<file path="src/rtl/imem_arb_pkg.sv">
// rtl/imem_arb_pkg.sv - shared FSM encoding and AXI response codes for the imem read arbiter
package imem_arb_pkg;

  typedef enum logic [1:0] {
    ST_IDLE = 2'd0,
    ST_ADDR = 2'd1,
    ST_DATA = 2'd2,
    ST_RESP = 2'd3
  } arb_state_t;

  localparam logic [1:0] RRESP_OKAY   = 2'b00;
  localparam logic [1:0] RRESP_SLVERR = 2'b10;

endpackage

</file>
<file path="src/rtl/rr_arb2.sv">
// rtl/rr_arb2.sv - combinational two-way round-robin pick
module rr_arb2 (
  input  logic [1:0] req,
  input  logic       last_gnt,
  output logic       gnt_valid,
  output logic       gnt_idx
);

  // On a tie the master that was not served last wins; otherwise the lone requester.
  always_comb begin
    gnt_valid = |req;
    if (&req) gnt_idx = ~last_gnt;
    else      gnt_idx = req[1];
  end

endmodule

</file>
<file path="src/rtl/imem_rd_arbiter.sv">
// rtl/imem_rd_arbiter.sv - two-master AXI4-Lite read arbiter in front of imem_axi_lite
// One transaction in flight; out-of-range and stalled reads complete locally with SLVERR.
module imem_rd_arbiter
  import imem_arb_pkg::*;
#(
  parameter int                    MEM_SIZE       = 16384,
  parameter int                    ADDR_WIDTH     = 32,
  parameter int                    DATA_WIDTH     = 32,
  parameter logic [ADDR_WIDTH-1:0] PROGADDR_RESET = '0,
  parameter int                    TIMEOUT_CYCLES = 255
) (
  input  logic                  clk,
  input  logic                  reset,
  input  logic [ADDR_WIDTH-1:0] i_s0_axi_araddr,
  input  logic                  i_s0_axi_arvalid,
  output logic                  o_s0_axi_arready,
  output logic [DATA_WIDTH-1:0] o_s0_axi_rdata,
  output logic [1:0]            o_s0_axi_rresp,
  output logic                  o_s0_axi_rvalid,
  input  logic                  i_s0_axi_rready,
  input  logic [ADDR_WIDTH-1:0] i_s1_axi_araddr,
  input  logic                  i_s1_axi_arvalid,
  output logic                  o_s1_axi_arready,
  output logic [DATA_WIDTH-1:0] o_s1_axi_rdata,
  output logic [1:0]            o_s1_axi_rresp,
  output logic                  o_s1_axi_rvalid,
  input  logic                  i_s1_axi_rready,
  output logic [ADDR_WIDTH-1:0] o_m_axi_araddr,
  output logic                  o_m_axi_arvalid,
  input  logic                  i_m_axi_arready,
  input  logic [DATA_WIDTH-1:0] i_m_axi_rdata,
  input  logic                  i_m_axi_rvalid,
  output logic                  o_m_axi_rready
);

  localparam int CNT_W = $clog2(TIMEOUT_CYCLES + 1);
  localparam logic [CNT_W-1:0] TO_LAST = CNT_W'(TIMEOUT_CYCLES - 1);
  // Window bounds carry one extra bit so the end address cannot wrap to zero.
  localparam logic [ADDR_WIDTH:0] WIN_LO = {1'b0, PROGADDR_RESET};
  localparam logic [ADDR_WIDTH:0] WIN_HI = WIN_LO + (ADDR_WIDTH + 1)'(MEM_SIZE);

  arb_state_t            r_state, w_state_next;
  logic [ADDR_WIDTH-1:0] r_addr, w_addr_next;
  logic                  r_gnt, w_gnt_next;
  logic                  r_last_gnt, w_last_next;
  logic [CNT_W-1:0]      r_cnt, w_cnt_next;
  logic [DATA_WIDTH-1:0] r_rdata, w_rdata_next;
  logic [1:0]            r_rresp, w_rresp_next;

  logic                  w_gnt_valid, w_gnt_idx;
  logic [ADDR_WIDTH-1:0] w_req_addr;
  logic                  w_in_range, w_s_rready;

  logic                  w_s0_arready, w_s1_arready, w_s0_rvalid, w_s1_rvalid;
  logic [DATA_WIDTH-1:0] w_s0_rdata, w_s1_rdata;
  logic [1:0]            w_s0_rresp, w_s1_rresp;
  logic                  w_m_arvalid, w_m_rready;
  logic [ADDR_WIDTH-1:0] w_m_araddr;

  rr_arb2 u_rr_arb2 (
    .req       ({i_s1_axi_arvalid, i_s0_axi_arvalid}),
    .last_gnt  (r_last_gnt),
    .gnt_valid (w_gnt_valid),
    .gnt_idx   (w_gnt_idx)
  );

  assign w_req_addr = w_gnt_idx ? i_s1_axi_araddr : i_s0_axi_araddr;
  assign w_in_range = ({1'b0, w_req_addr} >= WIN_LO) && ({1'b0, w_req_addr} < WIN_HI);
  assign w_s_rready = r_gnt ? i_s1_axi_rready : i_s0_axi_rready;

  always_ff @(posedge clk) begin
    if (reset) r_state <= ST_IDLE;
    else       r_state <= w_state_next;
  end

  always_comb begin
    w_state_next = r_state;
    w_addr_next  = r_addr;
    w_gnt_next   = r_gnt;
    w_last_next  = r_last_gnt;
    w_cnt_next   = r_cnt;
    w_rdata_next = r_rdata;
    w_rresp_next = r_rresp;
    case (r_state)
      ST_IDLE: begin
        if (w_gnt_valid) begin
          w_gnt_next  = w_gnt_idx;
          w_addr_next = w_req_addr;
          if (w_in_range) begin
            w_state_next = ST_ADDR;
          end else begin
            w_rdata_next = '0;
            w_rresp_next = RRESP_SLVERR;
            w_state_next = ST_RESP;
          end
        end
      end
      ST_ADDR: begin
        if (i_m_axi_arready) begin
          w_cnt_next   = '0;
          w_state_next = ST_DATA;
        end
      end
      ST_DATA: begin
        w_cnt_next = r_cnt + CNT_W'(1);
        // Real data wins over a timeout landing on the same cycle.
        if (i_m_axi_rvalid) begin
          w_rdata_next = i_m_axi_rdata;
          w_rresp_next = RRESP_OKAY;
          w_state_next = ST_RESP;
        end else if (r_cnt == TO_LAST) begin
          w_rdata_next = '0;
          w_rresp_next = RRESP_SLVERR;
          w_state_next = ST_RESP;
        end
      end
      ST_RESP: begin
        if (w_s_rready) begin
          w_last_next  = r_gnt;
          w_state_next = ST_IDLE;
        end
      end
      default: w_state_next = ST_IDLE;
    endcase
  end

  // Output values for the next cycle, derived from the next state so every port is a flop.
  always_comb begin
    w_s0_arready = (r_state == ST_IDLE) && w_gnt_valid && !w_gnt_idx;
    w_s1_arready = (r_state == ST_IDLE) && w_gnt_valid && w_gnt_idx;
    w_s0_rvalid  = (w_state_next == ST_RESP) && !w_gnt_next;
    w_s1_rvalid  = (w_state_next == ST_RESP) && w_gnt_next;
    w_s0_rdata   = w_s0_rvalid ? w_rdata_next : '0;
    w_s1_rdata   = w_s1_rvalid ? w_rdata_next : '0;
    w_s0_rresp   = w_s0_rvalid ? w_rresp_next : RRESP_OKAY;
    w_s1_rresp   = w_s1_rvalid ? w_rresp_next : RRESP_OKAY;
    w_m_arvalid  = (w_state_next == ST_ADDR);
    w_m_araddr   = w_m_arvalid ? w_addr_next : '0;
    w_m_rready   = (w_state_next == ST_DATA);
  end

  always_ff @(posedge clk) begin
    if (reset) begin
      r_addr           <= '0;
      r_gnt            <= 1'b0;
      r_last_gnt       <= 1'b1;
      r_cnt            <= '0;
      r_rdata          <= '0;
      r_rresp          <= RRESP_OKAY;
      o_s0_axi_arready <= 1'b0;
      o_s1_axi_arready <= 1'b0;
      o_s0_axi_rvalid  <= 1'b0;
      o_s1_axi_rvalid  <= 1'b0;
      o_s0_axi_rdata   <= '0;
      o_s1_axi_rdata   <= '0;
      o_s0_axi_rresp   <= RRESP_OKAY;
      o_s1_axi_rresp   <= RRESP_OKAY;
      o_m_axi_arvalid  <= 1'b0;
      o_m_axi_araddr   <= '0;
      o_m_axi_rready   <= 1'b0;
    end else begin
      r_addr           <= w_addr_next;
      r_gnt            <= w_gnt_next;
      r_last_gnt       <= w_last_next;
      r_cnt            <= w_cnt_next;
      r_rdata          <= w_rdata_next;
      r_rresp          <= w_rresp_next;
      o_s0_axi_arready <= w_s0_arready;
      o_s1_axi_arready <= w_s1_arready;
      o_s0_axi_rvalid  <= w_s0_rvalid;
      o_s1_axi_rvalid  <= w_s1_rvalid;
      o_s0_axi_rdata   <= w_s0_rdata;
      o_s1_axi_rdata   <= w_s1_rdata;
      o_s0_axi_rresp   <= w_s0_rresp;
      o_s1_axi_rresp   <= w_s1_rresp;
      o_m_axi_arvalid  <= w_m_arvalid;
      o_m_axi_araddr   <= w_m_araddr;
      o_m_axi_rready   <= w_m_rready;
    end
  end

endmodule

</file>
<file path="config.mk">
export PLATFORM = sky130hd
export DESIGN_NAME = imem_rd_arbiter
export DESIGN_NICKNAME = d
export VERILOG_FILES = /design/src/rtl/imem_arb_pkg.sv /design/src/rtl/rr_arb2.sv /design/src/rtl/imem_rd_arbiter.sv
export SDC_FILE = /design/constraint.sdc
export NUM_CORES = 1
export LEC_CHECK = 0
export CORE_MARGIN = 10
export CORE_UTILIZATION = 42
export CTS_CLUSTER_DIAMETER = 40
export DETAILED_ROUTE_END_ITERATION = 8
export PLACE_DENSITY = 0.83
export SYNTH_ARGS = -nofsm -noshare
export SYNTH_HDL_FRONTEND = slang
export SYNTH_HIERARCHICAL = 1
export SYNTH_SLANG_ARGS = --single-unit
</file>
<file path="constraint.sdc">
create_clock -name clk -period 2.22 [get_ports clk]
set_clock_uncertainty 0.05 [all_clocks]
set_input_delay 0.444 -clock clk [delete_from_list [all_inputs] [get_ports clk]]
set_output_delay 0.444 -clock clk [all_outputs]
set_load 0.02 [all_outputs]
</file>
After elaboration in Yosys (flattened, before gate mapping)

Index checks and enable logic that the tools add are counted.

Bits in registers: 184

Add/subtract/negate cells: 1
Order comparisons: 1
Eq/ne operators: 8
Muxes and demuxes: 26
Bitwise gates (word level): 4
Reduce and logical (&&, ||, !) cells: 16

Operator list:

| operator             | count |
|---|---|
| $mux 32              | 7 |
| $pmux 32 s2          | 1 |
| $lt 32x15->1 const B | 1 |
| $mux 2               | 10 |
| $pmux 8 s2           | 1 |
| $add 8x1->8 const B  | 1 |
| $eq 2x2->1 const B   | 4 |
| $eq 8x8->1 const B   | 1 |
| $mux 8               | 1 |
| $pmux 2 s4           | 1 |
| $reduce_or 2->1      | 4 |
| $reduce_and 2->1     | 3 |
| $logic_and 1x1->1    | 5 |
| $eq 2x1->1 const B   | 2 |
| $mux 1               | 4 |
| $not 1->1            | 4 |
| $pmux 2 s2           | 1 |
| $logic_not 1->1      | 2 |
| $logic_not 2->1      | 1 |
| $ne 2x2->1 const B   | 1 |
| $reduce_bool 2->1    | 1 |

Logic depth before layout (Yosys ltp)

Depth after elaboration: 11
Gate-level depth with buffers: 9

Cells and area by module

Netlist, hierarchy kept.

Modules (own cells, without submodules):

| module          | instances | cells an instance | area an instance (µm²) | sequential area each (µm²) |
|---|---|---|---|---|
| imem_rd_arbiter | 1         | 762               | 6760.2                 | 3683.5 |
| rr_arb2         | 1         | 2                 | 13.8                   | 0.0 |

Least setup slack after synthesis

OpenSTA, ideal clock, no wires.

Path kind: input to register
Start: in i_s1_axi_arvalid
End: reg o_s0_axi_rdata[10]
Setup time: 0.064 ns
Arrival time: 2.124 ns
Data required time: 2.106 ns
Slack: -0.019 ns
Stages on the path: 9
Path buffers: 3
Cell sequence: or2_1 > nor2b_1 > buf_6 > nor3_1 > a2111o_1 > or4b_1 > buf_6 > buf_12 > nor2_2

Word-level cells in the longest chain between the ends: 11

Ends and longest elaborated chain:

| item                             | line                   | text |
|---|---|---|
| start: declaration               | imem_rd_arbiter.sv:22  | `input logic i_s1_axi_arvalid,` |
| $reduce_and 2->1                 | rr_arb2.sv:12          | `if (&req) gnt_idx = ~last_gnt;` |
| $mux 1                           | rr_arb2.sv:12          |  |
| $mux 32                          | imem_rd_arbiter.sv:67  | `assign w_req_addr = w_gnt_idx ? i_s1_axi_araddr : i_s0_axi_araddr;` |
| $lt 32x15->1                     | imem_rd_arbiter.sv:68  | `assign w_in_range = ({1'b0, w_req_addr} >= WIN_LO) && ({1'b0, w_req_addr} < WIN_HI);` |
| $mux 2                           | imem_rd_arbiter.sv:89  | `if (w_in_range) begin` |
| $mux 2                           | imem_rd_arbiter.sv:86  | `if (w_gnt_valid) begin` |
| $pmux 2 s4                       | imem_rd_arbiter.sv:84  | `case (r_state)` |
| $eq 2x2->1                       | imem_rd_arbiter.sv:131 | `w_s0_rvalid = (w_state_next == ST_RESP) && !w_gnt_next;` |
| $logic_and 1x1->1                | imem_rd_arbiter.sv:131 |  |
| $not 1->1 (no source line)       | n/a                    |  |
| $reduce_or 2->1 (no source line) | n/a                    |  |
| end signal: assignment           | imem_rd_arbiter.sv:172 | `o_s0_axi_rdata <= w_s0_rdata;` |
| end: declaration                 | imem_rd_arbiter.sv:17  | `output logic [DATA_WIDTH-1:0] o_s0_axi_rdata,` |

Parallel ways exist; a longest one is shown, timed or not.
A chain may end at the register's enable or synchronous reset.

Worst setup path in the final report

Start: reg r_cnt[0]
End: reg o_s1_axi_rdata[0]

Word-level cells in the longest chain between the ends: 8

Ends and longest elaborated chain:

| item                             | line                   | text |
|---|---|---|
| start: declaration               | imem_rd_arbiter.sv:46  | `logic [CNT_W-1:0] r_cnt, w_cnt_next;` |
| start signal: assignment         | imem_rd_arbiter.sv:165 | `r_cnt <= w_cnt_next;` |
| $eq 8x8->1 (*)                   | imem_rd_arbiter.sv:111 | `end else if (r_cnt == TO_LAST) begin` |
| $mux 2                           | imem_rd_arbiter.sv:111 |  |
| $mux 2                           | imem_rd_arbiter.sv:107 | `if (i_m_axi_rvalid) begin` |
| $pmux 2 s4                       | imem_rd_arbiter.sv:84  |  |
| $eq 2x2->1                       | imem_rd_arbiter.sv:132 | `w_s1_rvalid = (w_state_next == ST_RESP) && w_gnt_next;` |
| $logic_and 1x1->1                | imem_rd_arbiter.sv:132 |  |
| $not 1->1 (no source line)       | n/a                    |  |
| $reduce_or 2->1 (no source line) | n/a                    |  |
| end signal: assignment           | imem_rd_arbiter.sv:173 | `o_s1_axi_rdata <= w_s1_rdata;` |
| end: declaration                 | imem_rd_arbiter.sv:24  | `output logic [DATA_WIDTH-1:0] o_s1_axi_rdata,` |

Mark *: on every way between the ends. The rest lies on a longest branch, timed or not.

==> impl_metrics.py <==
metrics = {
    "logic_synthesis": {
        "synth-async-reset-ratio_pct": 0,
        "ys_warn_count": 6,
        "syn_area_sq_um": 6774,
        "yosys_register_bits": 184,
        "edff_count_synth": 0,
        "postSynthAreaPerCell_sq_um": 8.866,
        "synth_area_leaders": "sky130_fd_sc_hd__dfxtp_1, sky130_fd_sc_hd__nor2_1, sky130_fd_sc_hd__a21oi_1",
        "post-synth-top-area-fraction_pct": 54.38,
        "synth_cells": 764,
        "list_of_most_frequent_post_synthesis_cells": "sky130_fd_sc_hd__dfxtp_1, sky130_fd_sc_hd__nor2_1, sky130_fd_sc_hd__a21oi_1, sky130_fd_sc_hd__nand2_1, sky130_fd_sc_hd__clkbuf_1",
        "synth.most_common_cell": "sky130_fd_sc_hd__dfxtp_1",
        "yosys.cell_types.count": 53,
        "synthFlopType": "sky130_fd_sc_hd__dfxtp_1",
        "synth-seq-area-share_pct": 54.38,
        "synthDominantAreaCellType": "sky130_fd_sc_hd__dfxtp_1",
        "syn_nets": 870,
    },
    "floorplanning": {
        "core_region_area_sq_um": 15830,
        "die_area_sq_um": 21610,
        "fp.dieH_um": 147,
        "io-pin-count": 210,
        "rows": 46,
        "die_w_um": 147,
        "initial_utilization_pct": 42.80,
    },
    "placement": {
        "pre_cts_ws_ns": -0.6111,
        "buffer_ports.inserted": 209,
        "dpl-instance-area_sq_um": 9341,
        "hpwlAfterDp_um": 14310,
        "final_weighted_congestion_of_routability_driven_global_placement": 0.7966,
    },
    "cts": {
        "clk_path_buf_depth": 2,
        "clkLatencyLatePin_ns": 0.43,
        "htreeDepth": 4,
        "tritoncts_num_sinks": 184,
        "cts_root_buf": "sky130_fd_sc_hd__clkbuf_16",
        "cts_tree": "yes",
        "cts.reportedPaths.clkPinSlew_ns": 0.07,
        "cts-buffers-inserted": 17,
    },
    "timing": {
        "fin_crit_sh_pct": 103.1,
        "worst_relative_slew_slack_pct": 37.84,
        "final-max-slew-violation-count": 0,
        "max_freq_mhz": 436.8,
        "pin_slew_with_the_least_headroom_to_its_limit_ns": 0.9324,
        "setup_viol_count_final": 50,
        "final_period_minus_worst_setup_slack_ns": 2.289,
        "setup_slack_ns": -0.06916,
        "rsz0062_at_grt": "true",
        "report.final.hold_viol_count": 0,
    },
    "grt": {
        "first_global_vias": 6387,
        "overflow_after_grt": 0,
        "grt_first_pass_wirelength_um": 33600,
        "antenna_found_initial": 1,
        "total_global_route_track_usage_pct": 19.05,
        "largest_net_degree_at_the_start_of_global_routing": 80,
    },
    "power": {
        "static-leakage-power_nw": 3.948,
        "pwr_density_cell_nw_per_um2": 761.6,
        "vdd_drop_max_v": 0.0005588,
    },
    "route": {
        "avgViaCountPerCell": 5.249,
        "routed_wirelength_um": 22320,
        "initialDrtViolationCount": 454,
        "drcViolationCount": 0,
        "avgRoutedWirePerCell_um": 18.08,
        "drt_pass_1_iters": 5,
        "via_count": 6477,
        "detail-route-antenna-nets": 0,
    },
    "worst_setup_path": {
        "cp_max_fo": 17,
        "arrival_ns": 2.60,
        "critical_path_buf_inv_count": 3,
        "cp_cell_sequence": "inv_2, ha_4, and3_4, a21oi_4, a2111o_1, buf_4, or4_4, clkbuf_16, nor2_1",
        "critical_path_required_ns": 2.53,
        "crit_path_end_kind": "flop",
        "critical_path.top_delay_family": "simple AND/OR/NAND/NOR gates",
        "cp_slowest_cell": "sky130_fd_sc_hd__or4_4",
        "critical_path.startpoint_type": "flop",
        "crit_path_max_incr_delay_ns": 0.49,
        "critical_path_class": "flop to flop",
    },
    "final_layout": {
        "core_utilization_of_the_finished_layout_pct": 66.02,
        "layout_cells_sized_above_1_pct": 19.57,
        "area_growth_syn_to_layout_pct": 54.27,
        "finalInstanceArea_sq_um": 10450,
        "layout.nets": 1110,
    },
    "worst_hold_path": {
        "hp-class": "primary input to flop",
    },
    "run_status": {
        "failed_checks": "negative setup slack",
        "result_of_the_run": "finished with violations",
    },
    "run": {
        "maxCapViolations": 0,
    },
}
per-stage QoR:
| stage | std cells | hold WS, ns | total power [mW] | TNS (ns) |
|---|---|---|---|---|
| after floorplan | 764 | 0.3961 | 4.360 | 0 |
| after global placement | 1188 | 0.4051 | 4.862 | -75.09 |
| after detailed placement | 1188 | 0.4152 | 4.902 | -83.13 |
| after CTS | 1226 | 0.3727 | 7.897 | -0.6138 |
| after global routing | 1233 | 0.4517 | 8.303 | -6.287 |
| final | 1234 | 0.4245 | 7.959 | -1.287 |
flip-flops by register name, summed over array words and instances, names as in the netlist, 2 cells and up:
name	cells
r_rresp	2
r_cnt	8
o_s1_axi_rdata	32
r_state	2
o_s0_axi_rdata	32
r_rdata	32
o_s0_axi_rresp	2
r_addr	32
o_s1_axi_rresp	2
o_m_axi_araddr	32
tightest hold or removal path, delay by kind of cell:
kind	cells	cell delay (ns)
buf+inv	3	0.29
compound gates	1	0.13
power breakdown:
| group | leakage, nW | total (mW) | internal [mW] | switching, mW |
|---|---|---|---|---|
| logic | 2.18 | 1.55 | 0.697 | 0.854 |
| clock network | 0.275 | 2.90 | 1.59 | 1.32 |
| registers | 1.49 | 3.50 | 3.45 | 0.0567 |
| total | 3.95 | 7.96 | 5.73 | 2.23 |
cell usage in the layout (no fill, tap or decap), drive strengths merged, types with 3 or more instances in the layout:
cell type | synthesis | final
a211oi | 3 | 3
a21oi | 72 | 72
a311oi | 4 | 4
a31oi | 36 | 36
buf | 16 | 68
clkbuf | 43 | 22
clkdlybuf4s50 | 0 | 202
clkinv | 0 | 5
dfxtp | 184 | 184
dlymetal6s2s | 0 | 4
inv | 6 | 11
mux2i | 35 | 35
nand2 | 45 | 45
nand3 | 35 | 35
nor2 | 199 | 199
nor2b | 3 | 3
nor3 | 10 | 10
nor4 | 7 | 7
o21ai | 35 | 35
or2 | 3 | 3
kinds of logic after synthesis:
logic type                 after synthesis  share of synthesized area [%]
DFF                                    184                          54.38
buffers and inverters                   65                          5.504
muxes                                   35                          5.172
and+or+nand+nor                        316                          20.84
xor gates and xnor gates                 1                         0.1293
adders and majority gates                2                         0.3694
AOI/OAI and AO/OA                      161                          13.61
what timing repair did:
item	in CTS	in global routing
setup buffers	3	2
hold buffers	0	0
gates resized for setup	27	83
cloned	3	5
pin swaps	13	11
endpoints found under the setup margin	137	137
layer usage:
layer	vias up	global-route usage, %	part of all wire (%)
li1	3080	-	-
met1	3059	21.58	38
met2	295	31.45	48
met3	43	8.415	11
met4	0	6.293	2.5
met5	-	0	0
path summary, 6_finish.rpt:
path,from,to,slack [ns],depth (start not counted)
max,r_cnt[0],o_s1_axi_rdata[0],-0.07,9
min,reset,r_state[0],0.42,4
max reg2reg,r_cnt[0],o_s1_axi_rdata[0],-0.07,9
min reg2reg,r_addr[2],r_addr[2],0.43,2
cell type report:
cell class | count | area (sq um)
fill | 1230 | 5378
clock inverter | 13 | 117.6
timing repair buffer | 280 | 2873
tap | 216 | 270.3
multi-input combinational | 515 | 3033
antenna | 1 | 2.502
inverter | 6 | 22.52
sequential | 184 | 3689
clock buffer | 19 | 442.9
No activity file was read; power rests on OpenSTA's default activity.
